`src/rtl/bcd_arb_pkg.sv`:
```
// Shared types and defaults for the stopwatch BCD conversion arbiter.
package bcd_arb_pkg;

  typedef enum logic [1:0] {IDLE, SHIFT, WRITE} state_t;

  localparam int NREQ   = 3;
  localparam int BIN_W  = 14;
  localparam int DIGITS = 4;

  function automatic int pow10(input int n);
    int r;
    r = 1;
    for (int i = 0; i < n; i++) r = r * 10;
    return r;
  endfunction

endpackage

```
`src/rtl/bcd_conv_arbiter_if.sv`:
```
// Channel-side bundle of the BCD arbiter: requests/values in, grants/results out.
interface bcd_conv_arbiter_if #(
  parameter int NREQ   = bcd_arb_pkg::NREQ,
  parameter int BIN_W  = bcd_arb_pkg::BIN_W,
  parameter int DIGITS = bcd_arb_pkg::DIGITS
);
  logic [NREQ-1:0]          req;
  logic [NREQ*BIN_W-1:0]    bin_in;
  logic [NREQ-1:0]          grant;
  logic [NREQ*DIGITS*4-1:0] bcd_out;
  logic [NREQ-1:0]          done;
  logic                     busy;
  logic [NREQ-1:0]          ovf;

  modport master (output req, bin_in, input grant, bcd_out, done, busy, ovf);
  modport slave  (input req, bin_in, output grant, bcd_out, done, busy, ovf);
endinterface

```
`src/rtl/bcd_shift_engine.sv`:
```
// Iterative shift-add-3 binary-to-BCD core: loads on start, takes BIN_W shift cycles.
// done is high during the final shift cycle; bcd holds the result from the next cycle on.
module bcd_shift_engine #(
  parameter int BIN_W  = bcd_arb_pkg::BIN_W,
  parameter int DIGITS = bcd_arb_pkg::DIGITS
) (
  input  logic                  clk,
  input  logic                  rst,
  input  logic                  start,
  input  logic [BIN_W-1:0]      bin,
  output logic [DIGITS*4-1:0]   bcd,
  output logic                  done
);
  localparam int BCD_W = DIGITS * 4;
  localparam int SCR_W = BCD_W + BIN_W;
  localparam int CNT_W = $clog2(BIN_W + 1);

  logic [SCR_W-1:0] scratch;
  logic [SCR_W-1:0] scratch_nxt;
  logic [CNT_W-1:0] step;
  logic             run;

  // Add-3 correction feeds straight into the shift; the top-digit carry falls off.
  always_comb begin
    scratch_nxt = scratch;
    for (int d = 0; d < DIGITS; d++) begin
      if (scratch_nxt[BIN_W + 4*d +: 4] >= 4'd5)
        scratch_nxt[BIN_W + 4*d +: 4] = scratch_nxt[BIN_W + 4*d +: 4] + 4'd3;
    end
    scratch_nxt = scratch_nxt << 1;
  end

  assign done = run && (step == CNT_W'(BIN_W - 1));
  assign bcd  = scratch[SCR_W-1 -: BCD_W];

  always_ff @(posedge clk) begin
    if (rst) begin
      scratch <= '0;
      step    <= '0;
      run     <= 1'b0;
    end else if (start) begin
      scratch <= {{BCD_W{1'b0}}, bin};
      step    <= '0;
      run     <= 1'b1;
    end else if (run) begin
      scratch <= scratch_nxt;
      step    <= step + 1'b1;
      if (done) run <= 1'b0;
    end
  end

endmodule

```
`src/rtl/bcd_conv_arbiter.sv`:
```
// Round-robin share of one BCD engine across NREQ channels; grant+1 -> done in BIN_W+1 cycles,
// one conversion per BIN_W+2 cycles; requests wait (held level) until granted. Option: BCD_SAT_EN.
module bcd_conv_arbiter #(
  parameter int NREQ   = bcd_arb_pkg::NREQ,
  parameter int BIN_W  = bcd_arb_pkg::BIN_W,
  parameter int DIGITS = bcd_arb_pkg::DIGITS
) (
  input  logic               clk,
  input  logic               rst,
  bcd_conv_arbiter_if.slave  bus
);
  import bcd_arb_pkg::*;

  localparam int BCD_W = DIGITS * 4;
  localparam int PTR_W = $clog2(NREQ);

  state_t              state, state_nxt;
  logic [PTR_W-1:0]    ptr, win, win_q;
  logic                start;
  int                  idx;
  logic [BIN_W-1:0]    win_bin, eng_bin;
  logic [BCD_W-1:0]    eng_bcd;
  logic                eng_done;
  logic [NREQ-1:0]     grant_q, done_q;
  logic [NREQ*BCD_W-1:0] bcd_q;

  // Scan downward so the lowest offset from ptr is the last (winning) assignment.
  always_comb begin
    win = ptr;
    idx = 0;
    for (int k = NREQ - 1; k >= 0; k--) begin
      idx = int'(ptr) + k;
      if (idx >= NREQ) idx = idx - NREQ;
      if (bus.req[idx]) win = PTR_W'(idx);
    end
  end

  assign win_bin = bus.bin_in[win*BIN_W +: BIN_W];

`ifdef BCD_SAT_EN
  localparam int LIMIT = pow10(DIGITS);
  logic            in_ovf, sat_q;
  logic [NREQ-1:0] ovf_q;
  assign in_ovf  = int'(win_bin) >= LIMIT;
  assign eng_bin = in_ovf ? BIN_W'(LIMIT - 1) : win_bin;
  assign bus.ovf = ovf_q;

  always_ff @(posedge clk) begin
    if (rst) begin
      sat_q <= 1'b0;
      ovf_q <= '0;
    end else begin
      if (start) sat_q <= in_ovf;
      if (state == WRITE) begin
        for (int i = 0; i < NREQ; i++)
          if (win_q == PTR_W'(i)) ovf_q[i] <= sat_q;
      end
    end
  end
`else
  assign eng_bin = win_bin;
  assign bus.ovf = '0;
`endif

  always_comb begin
    state_nxt = state;
    start     = 1'b0;
    case (state)
      IDLE: begin
        if (|bus.req) begin
          start     = 1'b1;
          state_nxt = SHIFT;
        end
      end
      SHIFT:   if (eng_done) state_nxt = WRITE;
      WRITE:   state_nxt = IDLE;
      default: state_nxt = IDLE;
    endcase
  end

  always_ff @(posedge clk) begin
    if (rst) begin
      state   <= IDLE;
      ptr     <= '0;
      win_q   <= '0;
      grant_q <= '0;
      done_q  <= '0;
      bcd_q   <= '0;
    end else begin
      state   <= state_nxt;
      grant_q <= '0;
      done_q  <= '0;
      if (start) begin
        win_q   <= win;
        grant_q <= NREQ'(1) << win;
      end
      if (state == WRITE) begin
        for (int i = 0; i < NREQ; i++)
          if (win_q == PTR_W'(i)) bcd_q[i*BCD_W +: BCD_W] <= eng_bcd;
        done_q <= NREQ'(1) << win_q;
        ptr    <= (win_q == PTR_W'(NREQ - 1)) ? '0 : win_q + 1'b1;
      end
    end
  end

  bcd_shift_engine #(.BIN_W(BIN_W), .DIGITS(DIGITS)) u_engine (
    .clk   (clk),
    .rst   (rst),
    .start (start),
    .bin   (eng_bin),
    .bcd   (eng_bcd),
    .done  (eng_done)
  );

  assign bus.grant   = grant_q;
  assign bus.done    = done_q;
  assign bus.bcd_out = bcd_q;
  // The done cycle already sits in IDLE, so it is folded into busy explicitly.
  assign bus.busy    = (state != IDLE) | (|done_q);

endmodule
```
`src/flat_wrapper.sv`:
```
// flat-port wrapper written by rule: the top's interface ports become plain ports
module bcd_conv_arbiter_flat import bcd_arb_pkg::*;
#(
  parameter int NREQ   = bcd_arb_pkg::NREQ,
  parameter int BIN_W  = bcd_arb_pkg::BIN_W,
  parameter int DIGITS = bcd_arb_pkg::DIGITS
)
  (clk, rst, bus_req, bus_bin_in, bus_grant, bus_bcd_out, bus_done, bus_busy, bus_ovf);
  bcd_conv_arbiter_if #(.NREQ(NREQ), .BIN_W(BIN_W), .DIGITS(DIGITS)) bus_i ();
  input  logic clk;
  input  logic rst;
  input wire logic [$bits(bus_i.req)-1:0] bus_req;
  input wire logic [$bits(bus_i.bin_in)-1:0] bus_bin_in;
  output wire logic [$bits(bus_i.grant)-1:0] bus_grant;
  output wire logic [$bits(bus_i.bcd_out)-1:0] bus_bcd_out;
  output wire logic [$bits(bus_i.done)-1:0] bus_done;
  output wire logic [$bits(bus_i.busy)-1:0] bus_busy;
  output wire logic [$bits(bus_i.ovf)-1:0] bus_ovf;
  assign bus_i.req = bus_req;
  assign bus_i.bin_in = bus_bin_in;
  assign bus_grant = bus_i.grant;
  assign bus_bcd_out = bus_i.bcd_out;
  assign bus_done = bus_i.done;
  assign bus_busy = bus_i.busy;
  assign bus_ovf = bus_i.ovf;
  bcd_conv_arbiter #(.NREQ(NREQ), .BIN_W(BIN_W), .DIGITS(DIGITS)) u_core (.clk(clk), .rst(rst), .bus(bus_i));
endmodule
```
`config.mk`:
```
export PLATFORM = sky130hd
export DESIGN_NAME = bcd_conv_arbiter_flat
export DESIGN_NICKNAME = d
export VERILOG_FILES = /design/src/rtl/bcd_arb_pkg.sv /design/src/rtl/bcd_conv_arbiter_if.sv /design/src/rtl/bcd_shift_engine.sv /design/src/rtl/bcd_conv_arbiter.sv /design/src/flat_wrapper.sv
export SDC_FILE = /design/constraint.sdc
export NUM_CORES = 1
export LEC_CHECK = 0
export BUFFER_PORTS_ARGS = -buffer_cell sky130_fd_sc_hd__buf_2
export CELL_PAD_IN_SITES_DETAIL_PLACEMENT = 1
export CELL_PAD_IN_SITES_GLOBAL_PLACEMENT = 2
export CORE_ASPECT_RATIO = 1.25
export CORE_UTILIZATION = 33
export CTS_CLUSTER_DIAMETER = 40
export DETAILED_ROUTE_END_ITERATION = 16
export PLACE_DENSITY = 0.84
export SLEW_MARGIN = 10
export SYNTH_ARGS = -nofsm -noshare
export SYNTH_HDL_FRONTEND = slang
export SYNTH_SLANG_ARGS = --single-unit
```
`constraint.sdc`:
```
create_clock -name clk -period 5.5 [get_ports clk]
set_input_delay 0.275 -clock clk [delete_from_list [all_inputs] [get_ports clk]]
set_output_delay 0.275 -clock clk [all_outputs]
set_load 0.005 [all_outputs]
```
Yosys cells after proc, flatten, opt, wreduce, memory -nomap -nowiden
Index checks and enable logic that the tools add are counted.

word-level totals
  memory bits (writable) = 0
  output and inout port bits = 58
  logic and storage cells = 91
  bits of input ports = 47
  memories kept = 0
  latch bits = 0
  register bits after elaboration = 95
  bits in read-only memories = 0

operators by class
  eq/ne operators = 7
  reduce and logical (&&, ||, !) cells = 14
  magnitude comparators = 10
  $mul = 1
  divide/modulo/power cells = 0
  bitwise logic cells = 3
  mux-type cells = 30
  $add $sub $neg = 11
  shift operators = 3

operators with widths
  operator                                                                              count
  32-bit by 4-bit < comparator with 1-bit output, second input constant                 3
  32-bit two-way mux                                                                    3
  32-bit by 3-bit greater-or-equal comparator with 1-bit output, second input constant  2
  32-bit by 3-bit subtractor with 32-bit output, second input constant                  2
  42-bit by 7-bit indexed part select with 14-bit output                                1
  14-bit two-way mux                                                                    2
  4-bit by 3-bit greater-or-equal comparator with 1-bit output, second input constant   4
  4-bit by 2-bit adder with 4-bit output, second input constant                         3
  2-bit two-way mux                                                                     6
  4-bit two-way mux                                                                     3
  1-bit two-way mux                                                                     11
  2-bit AND reduction                                                                   4
  1-bit binary-select mux with 2-bit select                                             3
  2-bit OR reduction                                                                    3
  3-bit OR reduction                                                                    2
  1-bit by 2-bit << shifter with 3-bit output, first input constant                     2
  2-bit by 3-bit multiplier with 5-bit output, second input constant                    1
  4-bit by 1-bit adder with 4-bit output, second input constant                         1
  2-bit by 1-bit == test with 1-bit output, second input constant                       2
  2-bit == test, second input constant                                                  2
  4-bit == test, second input constant                                                  1
  2-bit logical NOT                                                                     2
  2-bit by 1-bit inequality test with 1-bit output, second input constant               2
  2-bit case mux with 2 select lines                                                    1
  11 further kinds                                                                      13

Logic depth before layout (Yosys ltp)
  depth after elaboration = 12
  mapped depth = 11
  mapped depth without buffers = 8

Cells and area by module
From an unflattened synthesis, not the netlist that was laid out.

second synthesis, totals
  cells, all modules = 593
  area total of the unflattened synthesis = 5083.6 um^2

by module, submodules not included
  module            area each (um^2)  times used  cells each  seq. area each (um^2)
  bcd_conv_arbiter  3045.4            1           366         1201.2
  bcd_shift_engine  2038.2            1           227         700.7

Worst setup path before layout
Ideal clock, no wire load.

  kind = flip-flop to flip-flop
  from = register u_core.ptr[0]
  to = register u_core.u_engine.scratch[13]
  data arrival time = 2.173 ns
  required time = 5.413 ns
  setup slack = 3.241 ns
  library setup time = 0.087 ns
  clock period less this slack = 2.259 ns
  stages on the path, launching flop included = 11
  path buffers = 2
  path through = dfxtp_1 -> inv_1 -> ha_1 -> buf_6 -> and3b_1 -> o22ai_1 -> a221o_2 -> a21oi_4 -> buf_6 -> a21oi_1 -> a221oi_2

between the ends
  longest elaborated chain between the ends = 12
  elaborated cells between the ends (all ways) = 26
  those cells by class = add/sub (5); mul (1); order compare (3); shift (1); mux (16)

ends and longest elaborated chain
  element                                                                                                                                line                     source
  from (decl)                                                                                                                            bcd_conv_arbiter.sv:18   logic [PTR_W-1:0] ptr, win, win_q;
  from (signal assigned)                                                                                                                 bcd_conv_arbiter.sv:101  ptr <= (win_q == PTR_W'(NREQ - 1)) ? '0 : win_q + 1'b1;
  2-bit by 2-bit adder with 3-bit output                                                                                                 bcd_conv_arbiter.sv:32   idx = int'(ptr) + k;
  32-bit by 3-bit subtractor with 32-bit output / 32-bit by 3-bit greater-or-equal comparator with 1-bit output (equally long branches)  bcd_conv_arbiter.sv:33   if (idx >= NREQ) idx = idx - NREQ;
  32-bit two-way mux                                                                                                                     bcd_conv_arbiter.sv:33
  1-bit binary-select mux with 2-bit select                                                                                              bcd_conv_arbiter.sv:34   if (bus.req[idx]) win = PTR_W'(idx);
  1-bit two-way mux (implied by the code) (2 in series)                                                                                  bcd_conv_arbiter.sv:34
  2-bit two-way mux (2 in series)                                                                                                        bcd_conv_arbiter.sv:34
  2-bit two-way mux (*)                                                                                                                  bcd_conv_arbiter.sv:34
  2-bit by 3-bit multiplier with 5-bit output (*)                                                                                        bcd_conv_arbiter.sv:38   assign win_bin = bus.bin_in[win*BIN_W +: BIN_W];
  42-bit by 7-bit indexed part select with 14-bit output (*)                                                                             bcd_conv_arbiter.sv:38
  14-bit two-way mux (*)                                                                                                                 bcd_shift_engine.sv:41   end else if (start) begin
  to (signal assigned)                                                                                                                   bcd_shift_engine.sv:42   scratch <= {{BCD_W{1'b0}}, bin};
  to (signal assigned)                                                                                                                   bcd_shift_engine.sv:46   scratch <= scratch_nxt;
  to (decl)                                                                                                                              bcd_shift_engine.sv:18   logic [SCR_W-1:0] scratch;

Every way passes the cells marked *; elsewhere a longest branch is shown, timed or not. The select of a mux whose other input is x is not followed.
A chain may end at the register's enable or synchronous reset.

Worst setup path in the final report
  from = register u_core.ptr[0]
  to = register u_core.u_engine.scratch[1]

Same word-level chain as after synthesis.

==> summary.md <==
| Metric | Value |
|---|---|
| Core Region | `12,800 um^2` |
| Tot GR Track Use | `18.3%` |
| Routability cong. | `slightly below 0.8` |
| Root Buffer | `clkbuf_16` |
| Power, Total | `approximately 1.5 mW` |
| Synth Cell Area | `4400 um^2` |
| Fmax | `323 MHz` |
| CTS Sinks | `95` |
| P_leak | `2.12 nW` |
| Adder-cell area share of the yosys netlist | `3.70%` |
| Xor/xnor share of the synthesized area | `1.99%` |
| Pre-Repair DR Iteration Count | `4` |
| Critical Path AT | `3.28 ns` |
| Final worst path period share | `56.3%` |
| Seq/Total Area, Yosys | `43.2%` |
| Max clock buf depth | `2` |
| Final worst-path setup slack | `2.40 ns` |
| CTS H-Tree Depth | `3` |
| Initial Utilization | `between 30% and 40%` |
| N_diodes | `0` |
| Vias in the first global route | `4,057` |
| Max-Cap Viols | `0` |
| Standard-cell rows | `46` |
| Compound-Gate Fraction of Synth Area | `20.9%` |
| Commonest non-fill, non-tap cell in the layout | `nand2_1` |
| Vias | `4,037` |
| Filler cells | `roughly 1,600` |
| Post-Place Worst Slack | `2.44 ns` |
| RSZ-0062 raised after global routing | `no` |
| Top_reg_cell synth | `dfxtp_1` |
| Input/output buffers | `101` |
| Netlist cell types | `between 40 and 50` |
| Async set or reset register ratio after synthesis | `0%` |
| Share of post-route cells with drive strength above 1 | `around 22%` |
| Slew Viols, Final | `0` |
| Post_cts resized | `0` |
| DR vias/cell | `5.11` |
| Worst Setup Start Kind | `flop` |
| Post-synthesis cell count | `541` |
| Final setup fails | `0` |
| Post-synthesis register bit count | `95` |
| Yosys warning count | `0` |
| Status | `completed` |
| PwrDens | `276 nW/um^2` |
| Post-CTS Setup Inserts | `0` |
| Initial antenna violation count | `0` |
| Post-layout minimum cycle time | `roughly 3.1 ns` |
| Nets | `677` |
| Post-synth EDFFs | `0` |
| First-pass GRT wire length | `around 20,000 um` |
| Largest family of logic cells by synthesized area | `compound AO/OA/AOI/OAI gates` |
| Placed cell count | `between 700 and 800` |
| Syn avg cell area | `8.13 um^2` |
| Number of buffers created by CTS | `9` |
| Largest net degree at the start of global routing | `76` |
| GRT overflow | `0` |
| DRC violations left | `0` |
| Initial DRC Count | `132` |
| CTS tree | `yes` |
| CTS hold repair buffers | `0` |
| Die X | `105 um` |
| Final non-filler cell total | `~800` |
| Placed wire-length estimate | `8630 um` |
| Worst-path fanout max | `29` |
| DIE HEIGHT | `131 um` |
| Worst Setup End Kind | `flop` |
| Final TNS setup | `0 ns` |
| P&R area growth vs syn | `19.7%` |
| Hold crit path type | `in -> reg` |
| Critical path class | `reg -> reg` |
| Most frequent cells in the layout | `115 x nand2_1, 101 x buf_2, 95 x dfxtp_1, 82 x a21oi_1, 30 x nor2_1` |
| Max IR drop VDD | `0.123 mV` |
| Ports | `roughly 110` |
| Clock slew at reported path FFs | `roughly 0.07 ns` |
| Worst-Margin Slew | `0.961 ns` |
| Relative slew margins | `35.7%` |
| Post-synthesis mux area share | `between 4 and 5%` |
| Routed Antenna Nets | `0` |
| Layout Skew | `about 0.0099 ns` |
| Full die area | `roughly 14,000 um^2` |
| Clk_lat worst skew | `between 0.3 and 0.4 ns` |
| Wire per inst | `15.6 um` |
| Fin. Hold Viols | `0` |
| Crit path required time | `5.68 ns` |
| Post-synthesis simple-gate area fraction | `19.7%` |
| Routed WL | `12,400 um` |
## final timing paths
check | cells after the start | end | slack, ns | start
setup / recovery | 8 | u_core.u_engine.scratch[1] | 2.40 | u_core.ptr[0]
hold / removal | 3 | u_core.u_engine.scratch[3] | 0.27 | bus_bin_in[31]
setup reg to reg | 8 | u_core.u_engine.scratch[1] | 2.40 | u_core.ptr[0]
hold reg to reg | 2 | u_core.bus.bcd_out[46] | 0.46 | u_core.bus.bcd_out[46]
## final cells by class
cell class	instances	area [um^2]	area share (%)
inverter	12	45.0	0.856
clock inverter	7	65.1	1.24
sequential	95	1900	36.1
clock buffer	9	225	4.28
tap	168	210	3.99
multi-input combinational	392	2260	43.0
timing repair buffer	107	551	10.5
## per-stage QoR
| stage | util (%) | hold WS [ns] | area [um^2] |
|---|---|---|---|
| floorplan | - | 0.438 | 4410 |
| global placement | 38.7 | 0.440 | 4970 |
| detailed placement | 38.7 | 0.445 | 4970 |
| CTS | 41.0 | 0.254 | 5260 |
| global route | 41.0 | 0.275 | 5260 |
| finish | 41.0 | 0.271 | 5260 |
## flip-flops by register name (all words and copies together), names as in the netlist
register / flops
u_core.bus.bcd_out: 48
u_core.u_engine.scratch: 30
u_core.u_engine.step: 4
u_core.bus.done: 3
u_core.bus.grant: 3
u_core.ptr: 2
u_core.state: 2
u_core.win_q: 2
u_core.u_engine.run: 1
## cells in the mapped netlist, drive strengths merged, types with 2 or more instances
cell / number / share of area, %
and3: 15 / 2.1
o21a: 2 / 0.34
nor2b: 3 / 0.43
a221oi: 14 / 3.5
o21ai: 28 / 3.2
nand4: 4 / 0.57
ha: 13 / 3.7
a21boi: 14 / 2.4
nand2b: 7 / 1.0
dfxtp: 95 / 43
xnor2: 5 / 1.0
mux2i: 21 / 4.8
xor2: 5 / 1.0
nand3: 5 / 0.57
inv: 12 / 1.0
nor2: 30 / 2.6
and2: 3 / 0.43
clkbuf: 34 / 2.9
buf: 10 / 1.7
nand2: 115 / 9.8
nor3: 5 / 0.57
a21oi: 83 / 9.7
or3b: 2 / 0.40
## cells by family after synthesis
kind of cell,count (synthesis)
other,1
AND/OR/NAND/NOR,196
XOR/XNOR,10
adder cells (fa/ha/maj),13
flip-flops,95
multiplexers,21
buffers and inverters,56
AO/OA/AOI/OAI,149
## where the power goes
| part | internal [mW] | total (mW) | switching, mW |
|---|---|---|---|
| Combinational | 0.0519 | 0.125 | 0.0726 |
| Clock | 0.317 | 0.612 | 0.295 |
| Sequential | 0.703 | 0.717 | 0.0136 |
## routing by layer
metal	GRT usage (%)	vias up	wire [um]
met5	0	-	0
met1	20.7	1947	5390
met3	4.40	11	551
met2	34.0	87	6270
li1	-	1992	-
met4	5.72	0	141
## worst max-delay path: stages (launching register included)
cell and delay [ns]:
dfxtp_1 0.37, inv_1 0.08, ha_1 0.44, and3b_1 0.26, o21ai_0 0.16, nand4_1 0.77
and3_1 0.53, o21ai_0 0.19, a221oi_1 0.11
Note: power is estimated with default switching activity, not from simulation.
